$ cat config.mk
export PLATFORM = sky130hd
export DESIGN_NAME = nibble_serial_subtractor
export DESIGN_NICKNAME = d
export VERILOG_FILES = /design/src/rtl/nibble_serial_subtractor.sv
export SDC_FILE = /design/constraint.sdc
export NUM_CORES = 1
export LEC_CHECK = 0
export ABC_AREA = 1
export BUFFER_PORTS_ARGS = -buffer_cell sky130_fd_sc_hd__buf_2
export CAP_MARGIN = 0
export CORE_ASPECT_RATIO = 1.2
export CORE_MARGIN = 2
export CORE_UTILIZATION = 45
export CTS_CLUSTER_DIAMETER = 200
export DETAILED_ROUTE_END_ITERATION = 8
export PLACE_DENSITY = 0.73
export SETUP_SLACK_MARGIN = 0.1
export SYNTH_ARGS = -nofsm -noshare
export SYNTH_HDL_FRONTEND = slang
export SYNTH_SLANG_ARGS = --single-unit
$ cat constraint.sdc
create_clock -name clk -period 3.15 [get_ports clk]
set_clock_uncertainty 0.2 [all_clocks]
set_input_delay 0.4725 -clock clk [delete_from_list [all_inputs] [get_ports clk]]
set_output_delay 0.4725 -clock clk [all_outputs]
set_load 0.02 [all_outputs]
$ cat src/rtl/nibble_serial_subtractor.sv
// Multi-cycle subtractor: a - b - bin over WIDTH bits, one nibble per clock.
// Borrow is carried between nibbles in a register instead of a wide chain.
module nibble_serial_subtractor #(
  parameter int WIDTH = 16
) (
  input  logic             clk,
  input  logic             rst,
  input  logic             start,
  input  logic [WIDTH-1:0] a,
  input  logic [WIDTH-1:0] b,
  input  logic             bin,
  output logic             busy,
  output logic             done,
  output logic [WIDTH-1:0] diff,
  output logic             bout,
  output logic             ovf,
  output logic             zero
);

  localparam int N  = WIDTH / 4;
  localparam int IW = (N > 1) ? $clog2(N) : 1;

  localparam logic [1:0] S_IDLE = 2'd0;
  localparam logic [1:0] S_RUN  = 2'd1;
  localparam logic [1:0] S_DONE = 2'd2;

  localparam logic [IW-1:0] LAST = IW'(N - 1);

  logic [1:0]       state_q, state_d;
  logic [IW-1:0]    idx_q, idx_d;
  logic             br_q, br_d;
  logic [WIDTH-1:0] a_q, a_d;
  logic [WIDTH-1:0] b_q, b_d;
  logic [WIDTH-1:0] diff_q, diff_d;
  logic             bout_q, bout_d;
  logic             ovf_q, ovf_d;
  logic             zero_q, zero_d;

  logic [IW+1:0]    base;
  logic [3:0]       a_nib;
  logic [3:0]       b_nib;
  logic [4:0]       step;
  logic [WIDTH-1:0] diff_nxt;

  always_comb begin
    base     = {idx_q, 2'b00};
    a_nib    = a_q[base +: 4];
    b_nib    = b_q[base +: 4];
    // 5-bit difference: bit 4 is the borrow into the next nibble
    step     = {1'b0, a_nib} - {1'b0, b_nib} - {4'b0000, br_q};
    diff_nxt = diff_q;
    diff_nxt[base +: 4] = step[3:0];

    state_d = state_q;
    idx_d   = idx_q;
    br_d    = br_q;
    a_d     = a_q;
    b_d     = b_q;
    diff_d  = diff_q;
    bout_d  = bout_q;
    ovf_d   = ovf_q;
    zero_d  = zero_q;

    unique case (state_q)
      S_IDLE, S_DONE: begin
        if (start) begin
          state_d = S_RUN;
          idx_d   = '0;
          a_d     = a;
          b_d     = b;
          br_d    = bin;
        end else begin
          state_d = S_IDLE;
        end
      end
      S_RUN: begin
        diff_d = diff_nxt;
        br_d   = step[4];
        idx_d  = idx_q + 1'b1;
        if (idx_q == LAST) begin
          state_d = S_DONE;
          idx_d   = '0;
          bout_d  = step[4];
          ovf_d   = (a_q[WIDTH-1] != b_q[WIDTH-1]) &&
                    (diff_nxt[WIDTH-1] != a_q[WIDTH-1]);
          zero_d  = (diff_nxt == '0);
        end
      end
      default: state_d = S_IDLE;
    endcase
  end

  always_ff @(posedge clk) begin
    if (rst) begin
      state_q <= S_IDLE;
      idx_q   <= '0;
      br_q    <= 1'b0;
      a_q     <= '0;
      b_q     <= '0;
      diff_q  <= '0;
      bout_q  <= 1'b0;
      ovf_q   <= 1'b0;
      zero_q  <= 1'b1;
    end else begin
      state_q <= state_d;
      idx_q   <= idx_d;
      br_q    <= br_d;
      a_q     <= a_d;
      b_q     <= b_d;
      diff_q  <= diff_d;
      bout_q  <= bout_d;
      ovf_q   <= ovf_d;
      zero_q  <= zero_d;
    end
  end

  assign busy = (state_q == S_RUN);
  assign done = (state_q == S_DONE);
  assign diff = diff_q;
  assign bout = bout_q;
  assign ovf  = ovf_q;
  assign zero = zero_q;

endmodule

-- After elaboration in Yosys (flattened, before gate mapping)
Cells that the tools add are included.
- output and inout bits: 21
- input port bits: 36
- logic and storage cells: 41
- register bits: 56
- reductions and logical operators: 8
- equal/unequal tests: 7
- shift-type cells: 4
- muxes and demuxes: 9
- $add $sub $neg: 4
- operators by type and width (operator ; count):
    16-bit by 5-bit variable part select with 4-bit output ; 2
    16-bit bitwise mux ; 1
    16-bit zero test ; 1
    4-bit by 6-bit variable shift with 16-bit output, first input constant ; 1
    4-bit by 6-bit variable part select with 16-bit output ; 1
    2-bit one-hot mux with 2 select lines ; 2
    2-bit 2-to-1 mux ; 3
    4-bit negation with 6-bit output ; 1
    2-bit AND reduction ; 3
    4-bit by 4-bit subtractor with 5-bit output ; 1
    5-bit by 1-bit subtractor with 5-bit output ; 1
    2-bit equality test, second input constant ; 2
    2-bit by 1-bit adder with 2-bit output, second input constant ; 1
    2-bit by 1-bit equality test with 1-bit output, second input constant ; 1
    2-bit zero test ; 1
    1-bit 2-to-1 mux ; 2
    1-bit != test ; 2
    2-bit by 1-bit != test with 1-bit output, second input constant ; 1
    2-bit != test, second input constant ; 1
    1-bit one-hot mux with 2 select lines ; 1
    2-bit nonzero test ; 1
    2-bit OR reduction ; 1
    1-bit logical AND ; 1

-- Depth between registers and ports, before layout
Gate-level depths: netlist of the first run.
- depth in word-level cells: 7
- depth in mapped cells: 18
- depth with buffers taken out: 17

-- Least setup slack after synthesis of the first run
No wires, ideal clock.
- path type: reg2reg
- from: register idx_q[0]
- to: register zero_q, in the netlist zero
- arrival: 2.918 ns
- stages on the path, launching flop included: 18
- slack: -0.083 ns
- required time: 2.835 ns
- setup time: 0.115 ns
- cells stage by stage: dfxtp_1 > buf_6 > clkbuf_1 > nand2_1 > a32o_1 > fa_1 > fa_1 > inv_1 > nor2_1 > nand3_1 > o21ai_0 > nor2_1 > nand3_1 > nor2_1 > nand2_1 > nor2_1 > nand2_1 > nand2_1
- word-level cells in the longest chain between the ends: 6
- RTL lines (element ; RTL line ; source):
    start: declaration ; 30 ; logic [IW-1:0] idx_q, idx_d;
    start signal: assignment ; 106 ; idx_q <= idx_d;
    16-bit by 5-bit variable part select with 4-bit output, on equally long branches ; 47, 48 ;
    4-bit by 4-bit subtractor with 5-bit output ; 50 ; step = {1'b0, a_nib} - {1'b0, b_nib} - {4'b0000, br_q};
    5-bit by 1-bit subtractor with 5-bit output ; 50 ;
    4-bit by 6-bit variable part select with 16-bit output ; 52 ; diff_nxt[base +: 4] = step[3:0];
    16-bit bitwise mux ; 52 ;
    16-bit zero test ; 86 ; zero_d = (diff_nxt == '0);
    end signal: assignment ; 113 ; zero_q <= zero_d;
    end: declaration ; 37 ; logic zero_q, zero_d;
Several ways; a longest one is shown, not always the timed one.
A chain may end at the register's enable or synchronous reset.

-- Final worst setup path of the first run
- from: register idx_q[1]
- to: register zero_q, in the netlist zero
The elaborated chain is that of the path after synthesis.

==> results of run 1 <==
[where the power goes]
part | switching (mW) | internal (mW)
logic | 0.302 | 0.185
clock network | 0.223 | 0.176
registers | 0.0358 | 0.766
total | 0.561 | 1.13
[registers in the layout (all words and copies together) (netlist names)]
| signal | count |
|---|---|
| bout | 1 |
| state_q | 2 |
| diff | 16 |
| zero | 1 |
| br_q | 1 |
| idx_q | 2 |
| b_q | 16 |
| ovf | 1 |
| a_q | 16 |
[final timing paths]
| kind | from | cells after the start | end |
|---|---|---|---|
| worst max-delay path | idx_q[1]$_SDFFE_PP0P_ | 16 | zero$_SDFFE_PP1P_ |
| worst min-delay path | b[14] | 3 | b_q[14]$_SDFFE_PP0P_ |
| worst max register to register | idx_q[1]$_SDFFE_PP0P_ | 16 | zero$_SDFFE_PP1P_ |
| worst min register to register | zero$_SDFFE_PP1P_ | 2 | zero$_SDFFE_PP1P_ |
[per-stage QoR]
step                instance area, um^2  utilization  hold slack (ps)  instances  total power, mW
detailed placement                 3210        0.527              271        534             1.28
floorplan                          2850            -              264        407             1.15
CTS                                3300        0.543              177        542             1.68
global route                       3390        0.556              177        549             1.80
global placement                   3210        0.527              267        534             1.27
finish                             3390        0.556              180        549             1.69
[synth_stat cells, drive strengths merged]
cell | count | share of area
and2 | 1 | 0.0026
inv | 50 | 0.066
o22ai | 4 | 0.0088
a31oi | 1 | 0.0022
o21ai | 61 | 0.11
a32o | 3 | 0.011
o211ai | 7 | 0.018
fa | 2 | 0.014
a21oi | 19 | 0.035
nand4 | 3 | 0.0088
o21a | 1 | 0.0026
a221oi | 1 | 0.0031
ha | 10 | 0.044
nor2 | 101 | 0.14
clkinv | 2 | 0.0026
a22oi | 2 | 0.012
buf | 2 | 0.0079
xor2 | 2 | 0.0062
dfxtp | 56 | 0.39
clkbuf | 18 | 0.024
nand3 | 12 | 0.026
o21bai | 1 | 0.0026
nand2 | 48 | 0.065
[layer usage]
metal / up-vias / share of wire / GRT usage
li1: 1423 / - / -
met1: 1229 / 0.44 / 0.235
met2: 74 / 0.49 / 0.348
met3: 17 / 0.043 / 0.0338
met4: 0 / 0.029 / 0.0727
met5: - / 0 / 0
[repair_timing]
item                       4_1_cts  5_1_grt
setup endpoints to repair        0        2
gates resized for setup          0       11
setup buffers                    0        7
[critical path: cells and delay by family (launching register included)]
kind,cells,cell delay [ps]
AOI/OAI and AO/OA,3,500
adders and majority gates,2,860
DFF,1,330
and+or+nand+nor,9,750
buffers and inverters,2,220
[cell type report]
type / count / area, um^2 / share of cell area
Inverter: 52 / 203 / 0.0598
Multi-Input combinational cell: 279 / 1460 / 0.432
Timing Repair Buffer: 72 / 400 / 0.118
Sequential cell: 56 / 1120 / 0.332
Clock inverter: 2 / 10.0 / 0.00296
Tap cell: 82 / 103 / 0.0303
Clock buffer: 6 / 82.6 / 0.0244
[kinds of logic after synthesis]
family                   Yosys count  synth area share
XOR/XNOR                           2           0.00615
flip-flops                        56             0.394
buffers and inverters             72             0.100
adder cells (fa/ha/maj)           12            0.0580
AO/OA/AOI/OAI                    100             0.203
AND/OR/NAND/NOR                  165             0.239
==> impl_metrics.env, run 1 <==
export IMPL_crit_chain="inv_2 -> a21oi_1 -> a32o_2 -> fa_2 -> fa_1 -> inv_2 -> nor2_4 -> a31oi_2 -> nand2_1 -> nor2_1 -> nand3_1 -> nor2_2 -> nand2_1 -> nor2_1 -> nand2_1 -> nand2_1"
export IMPL_final_critical_path_required_period_ps=2900
export IMPL_slew_violations=0
export IMPL_rows=31
export IMPL_grt_first_pass_wirelength_um=11300
export IMPL_worstSetupEndpointType="register"
export IMPL_vdd_drop_max_v=0.000263
export IMPL_post_route_period_util=0.921
export IMPL_dp_hpwl_um=4930
export IMPL_design_die_area_um2=6980
export IMPL_clkSinkCount=56
export IMPL_drc=0
export IMPL_die_height_um=91.1
export IMPL_antenna_found_initial=0
export IMPL_cts_htree_levels=2
export IMPL_floorplan_io_pins=57
export IMPL_nNetsFinal=514
export IMPL_critical_path_slowest_cell="sky130_fd_sc_hd__fa_1"
export IMPL_n_fill_cell=609
export IMPL_hold_buffers=0
export IMPL_synth_cells=407
export IMPL_floorplan_core_area_um2=6090
export IMPL_worst_path_largest_cell_delay_ps=450
export IMPL_power_per_cell_area_nw_per_um2=499
export IMPL_totalNegativeSetupSlack_ps=0
export IMPL_layout_cells_most_common="sky130_fd_sc_hd__nor2_1"
export IMPL_synth_ff_latch_count=56
export IMPL_grt_max_degree=33
export IMPL_ctsRootBufferMaster="sky130_fd_sc_hd__clkbuf_8"
export IMPL_timing_hold_worst_class="in -> reg"
export IMPL_dpl_worst_slack_ps=150
export IMPL_initial_utilization=0.468
export IMPL_globalRouteOverflowTotal=0
export IMPL_max_cap_viol_count=0
export IMPL_first_global_vias=2620
export IMPL_drt_pass1_iterations=4
export IMPL_flow_area_growth_from_synthesis_pct=18.9
export IMPL_ant_diodes=0
export IMPL_global_placer_s_final_weighted_congestion=0.920
export IMPL_worstPathRequired_ps=3210
export IMPL_dieWidth_um=76.6
export IMPL_syn_nets=455
export IMPL_syn_mean_instance_area_um2=7.00
export IMPL_num_vias=2743
export IMPL_status="complete, no violations"
export IMPL_route_antenna_remaining_nets=0
export IMPL_timing_fmax_mhz=345
export IMPL_timing_reg2reg_setup_slack_ps=250
export IMPL_post_route_worst_setup_slack_ps=247
export IMPL_cts_reportedPaths_clkPinSlew_ps=100
export IMPL_seq_area_frac_synth=0.394
export IMPL_postRouteWirelength_um=6680
export IMPL_synth_cell_type_count=31
export IMPL_drt_iter0_markers=111
export IMPL_detailed_route_wire_length_per_cell_um=12.2
export IMPL_worst_path_most_repeated_cell="sky130_fd_sc_hd__nand2_1"
export IMPL_final_setup_viol_count=0
export IMPL_critical_path_startpoint_type="register"
export IMPL_critical_path_peak_fanout=8
export IMPL_power_leakage_nw=1.70
export IMPL_clock_latency_on_the_worst_skew_pair_ps=310
export IMPL_worst_pin_slew_ps=521
export IMPL_netlist_area_um2=2850
export IMPL_portBuffers=56
export IMPL_final_hold_viol_count=0
export IMPL_max_slew_margin=0.652
export IMPL_cp_data_arrival_time_ps=2960
export IMPL_setup_worst_path_class="reg -> reg"
export IMPL_yosys_warnings=0
export IMPL_grt_use_total=0.196
export IMPL_mostFrequentLayoutCells="sky130_fd_sc_hd__nor2_1, sky130_fd_sc_hd__o21ai_0, sky130_fd_sc_hd__buf_2"
export IMPL_via_per_inst=5.00
export IMPL_clock_tree_from_tritoncts="built"
export IMPL_rsz0062_at_grt="yes"
export IMPL_cts_max_path_buffers=2
export IMPL_tritoncts_num_buffers=5
export IMPL_drive_above_1_share=0.229
Note: power is estimated with default switching activity, not from simulation.
==> inputs of run 2 (changes only) <==
--- a/config.mk
+++ b/config.mk
@@ -6,14 +6,14 @@
 export NUM_CORES = 1
 export LEC_CHECK = 0
 export ABC_AREA = 1
-export BUFFER_PORTS_ARGS = -buffer_cell sky130_fd_sc_hd__buf_2
+export BUFFER_PORTS_ARGS = -buffer_cell sky130_fd_sc_hd__buf_4
 export CAP_MARGIN = 0
 export CORE_ASPECT_RATIO = 1.2
 export CORE_MARGIN = 2
 export CORE_UTILIZATION = 45
 export CTS_CLUSTER_DIAMETER = 200
 export DETAILED_ROUTE_END_ITERATION = 8
-export PLACE_DENSITY = 0.73
+export PLACE_DENSITY_LB_ADDON = 0.15
 export SETUP_SLACK_MARGIN = 0.1
 export SYNTH_ARGS = -nofsm -noshare
 export SYNTH_HDL_FRONTEND = slang
==> run 2 against run 1 <==
Net effect:
- clock-buffer cell count is 1 lower
- clock power is 18% higher
- highest routed layer unchanged
- critical endpoint unchanged
- critical path type unchanged
- global-route usage hardly changed
- core utilization is 3.1 points higher
==> impl_metrics.env, run 2 (same netlist as run 1, synthesis figures left out) <==
export IMPL_met1_length_um=2900
export IMPL_final_hold_viol_count=0
export IMPL_totalPowerFinal_mw=1.79
export IMPL_clock_latency_on_the_worst_skew_pair_ps=300
export IMPL_nNetsFinal=514
export IMPL_vdd_drop_max_v=0.000311
export IMPL_via_per_inst=5.03
export IMPL_regArea_um2=1120
export IMPL_design_die_area_um2=6980
export IMPL_portBuffers=56
export IMPL_totalNegativeSetupSlack_ps=0
export IMPL_postRouteWirelength_um=6770
export IMPL_worst_path_most_repeated_cell="sky130_fd_sc_hd__nand2_1"
export IMPL_status="complete, no violations"
export IMPL_n_fill_cell=596
export IMPL_cts_max_path_buffers=2
export IMPL_placed_cells=535
export IMPL_floorplan_core_area_um2=6090
export IMPL_drive_above_1_share=0.229
export IMPL_slew_violations=0
export IMPL_worst_pin_slew_ps=403
export IMPL_final_instance_count_excl_fill=549
export IMPL_top_layer="met4"
export IMPL_critical_path_slowest_cell="sky130_fd_sc_hd__fa_1"
export IMPL_critical_path_startpoint_type="register"
export IMPL_cts_reportedPaths_clkPinSlew_ps=100
export IMPL_global_placer_s_final_weighted_congestion=0.909
export IMPL_met2RoutedLength_um=3440
export IMPL_hold_buffers=0
export IMPL_clkSinkCount=56
export IMPL_crit_buf_inv=2
export IMPL_timing_fmax_mhz=352
export IMPL_ctsRootBufferMaster="sky130_fd_sc_hd__clkbuf_8"
export IMPL_dp_hpwl_um=5060
export IMPL_grt_use_total=0.196
export IMPL_dieWidth_um=76.6
export IMPL_mostFrequentLayoutCells="sky130_fd_sc_hd__nor2_1, sky130_fd_sc_hd__buf_4, sky130_fd_sc_hd__o21ai_0"
export IMPL_worst_path_largest_cell_delay_ps=460
export IMPL_post_route_period_util=0.901
export IMPL_power_per_cell_area_nw_per_um2=500
export IMPL_tritoncts_num_buffers=5
export IMPL_floorplan_io_pins=57
export IMPL_detailroute_wirelength_met3_um=246
export IMPL_first_global_vias=2651
export IMPL_drt_iter0_markers=116
export IMPL_rows=31
export IMPL_grt_max_degree=34
export IMPL_globalRouteOverflowTotal=0
export IMPL_grt_first_pass_wirelength_um=11300
export IMPL_ant_diodes=0
export IMPL_layout_cells_most_common="sky130_fd_sc_hd__nor2_1"
export IMPL_drt_pass1_iterations=4
export IMPL_worstPathRequired_ps=3210
export IMPL_die_height_um=91.1
export IMPL_route_antenna_remaining_nets=0
export IMPL_cp_data_arrival_time_ps=2900
export IMPL_setup_worst_path_class="reg -> reg"
export IMPL_detailed_route_wire_length_per_cell_um=12.3
export IMPL_clock_tree_from_tritoncts="built"
export IMPL_num_vias=2761
export IMPL_cts_htree_levels=2
export IMPL_final_setup_viol_count=0
export IMPL_multi_input_comb_area_um2=1490
export IMPL_drc=0
export IMPL_crit_chain="buf_8 -> o21ai_4 -> o22ai_2 -> fa_2 -> fa_1 -> inv_2 -> nor2_4 -> a31oi_4 -> nand2_1 -> nor2_1 -> nand3_1 -> nor2_1 -> nand2_1 -> nor2_1 -> nand2_1 -> nand2_1"
export IMPL_flow_area_growth_from_synthesis_pct=25.6
export IMPL_critical_path_peak_fanout=5
export IMPL_rsz0062_at_grt="no"
export IMPL_timing_hold_worst_class="in -> reg"
export IMPL_power_leakage_nw=1.74
export IMPL_final_critical_path_required_period_ps=2840
export IMPL_cpLargestDelayFamily="adder cells"
export IMPL_initial_utilization=0.468
export IMPL_max_cap_viol_count=0
export IMPL_max_slew_margin=0.730
export IMPL_worstSetupEndpointType="register"
export IMPL_antenna_found_initial=0
## run 2: cell count changes in the layout (fill, tap and decap cells not counted), sizes merged
cell	delta
bufinv	+1
clkbuf	-1
clkinv	-1
clkinvlp	+1
## run 2: per-stage QoR
stage | cell area (um^2) | worst slack (ps) | hold WS [ps] | utilization
6_report | 3580 | 312 | 178 | 0.587
5_1_grt | 3580 | 73.4 | 175 | 0.587
4_1_cts | 3470 | 166 | 174 | 0.570
3_5_place_dp | 3360 | 181 | 297 | 0.552
3_3_place_gp | 3360 | 258 | 285 | 0.552
2_1_floorplan | 2850 | 129 | 264 | -
## run 2: layer usage
layer / track usage / up-vias
met3: 0.0308 / 17
met4: 0.0939 / 0
met1: 0.223 / 1263
li1: - / 1427
met2: 0.353 / 54
met5: 0 / -
## run 2: final cells by class
cell class              instances  area share
inverters                      52      0.0567
flip-flops and latches         56       0.315
multi-input cells             279       0.416
clock inverters                 3      0.0119
well taps                      82      0.0287
clock buffers                   5      0.0192
repair buffers                 72       0.153
## run 2: final timing paths
kind	startpoint	to	slack, ps	depth (start not counted)
worst min-delay path	b[1]	b_q[1]$_SDFFE_PP0P_	180	3
worst max register to register	idx_q[0]$_SDFFE_PP0P_	zero$_SDFFE_PP1P_	310	16
worst min register to register	zero$_SDFFE_PP1P_	zero$_SDFFE_PP1P_	310	2
worst max-delay path	idx_q[0]$_SDFFE_PP0P_	zero$_SDFFE_PP1P_	310	16
## run 2: what timing repair did
action,in CTS,in global routing
setup endpoints to repair,0,1
buffers inserted,0,6
gates resized for setup,0,17
## run 2: power breakdown
part	switching (mW)	internal [mW]	total [mW]
registers	0.0369	0.767	0.803
clock network	0.234	0.236	0.470
logic	0.306	0.210	0.516
## run 2: worst min-delay path: stages
cell and delay (ps):
sky130_fd_sc_hd__buf_4 70, sky130_fd_sc_hd__nor2_1 30, sky130_fd_sc_hd__nor2_1 80
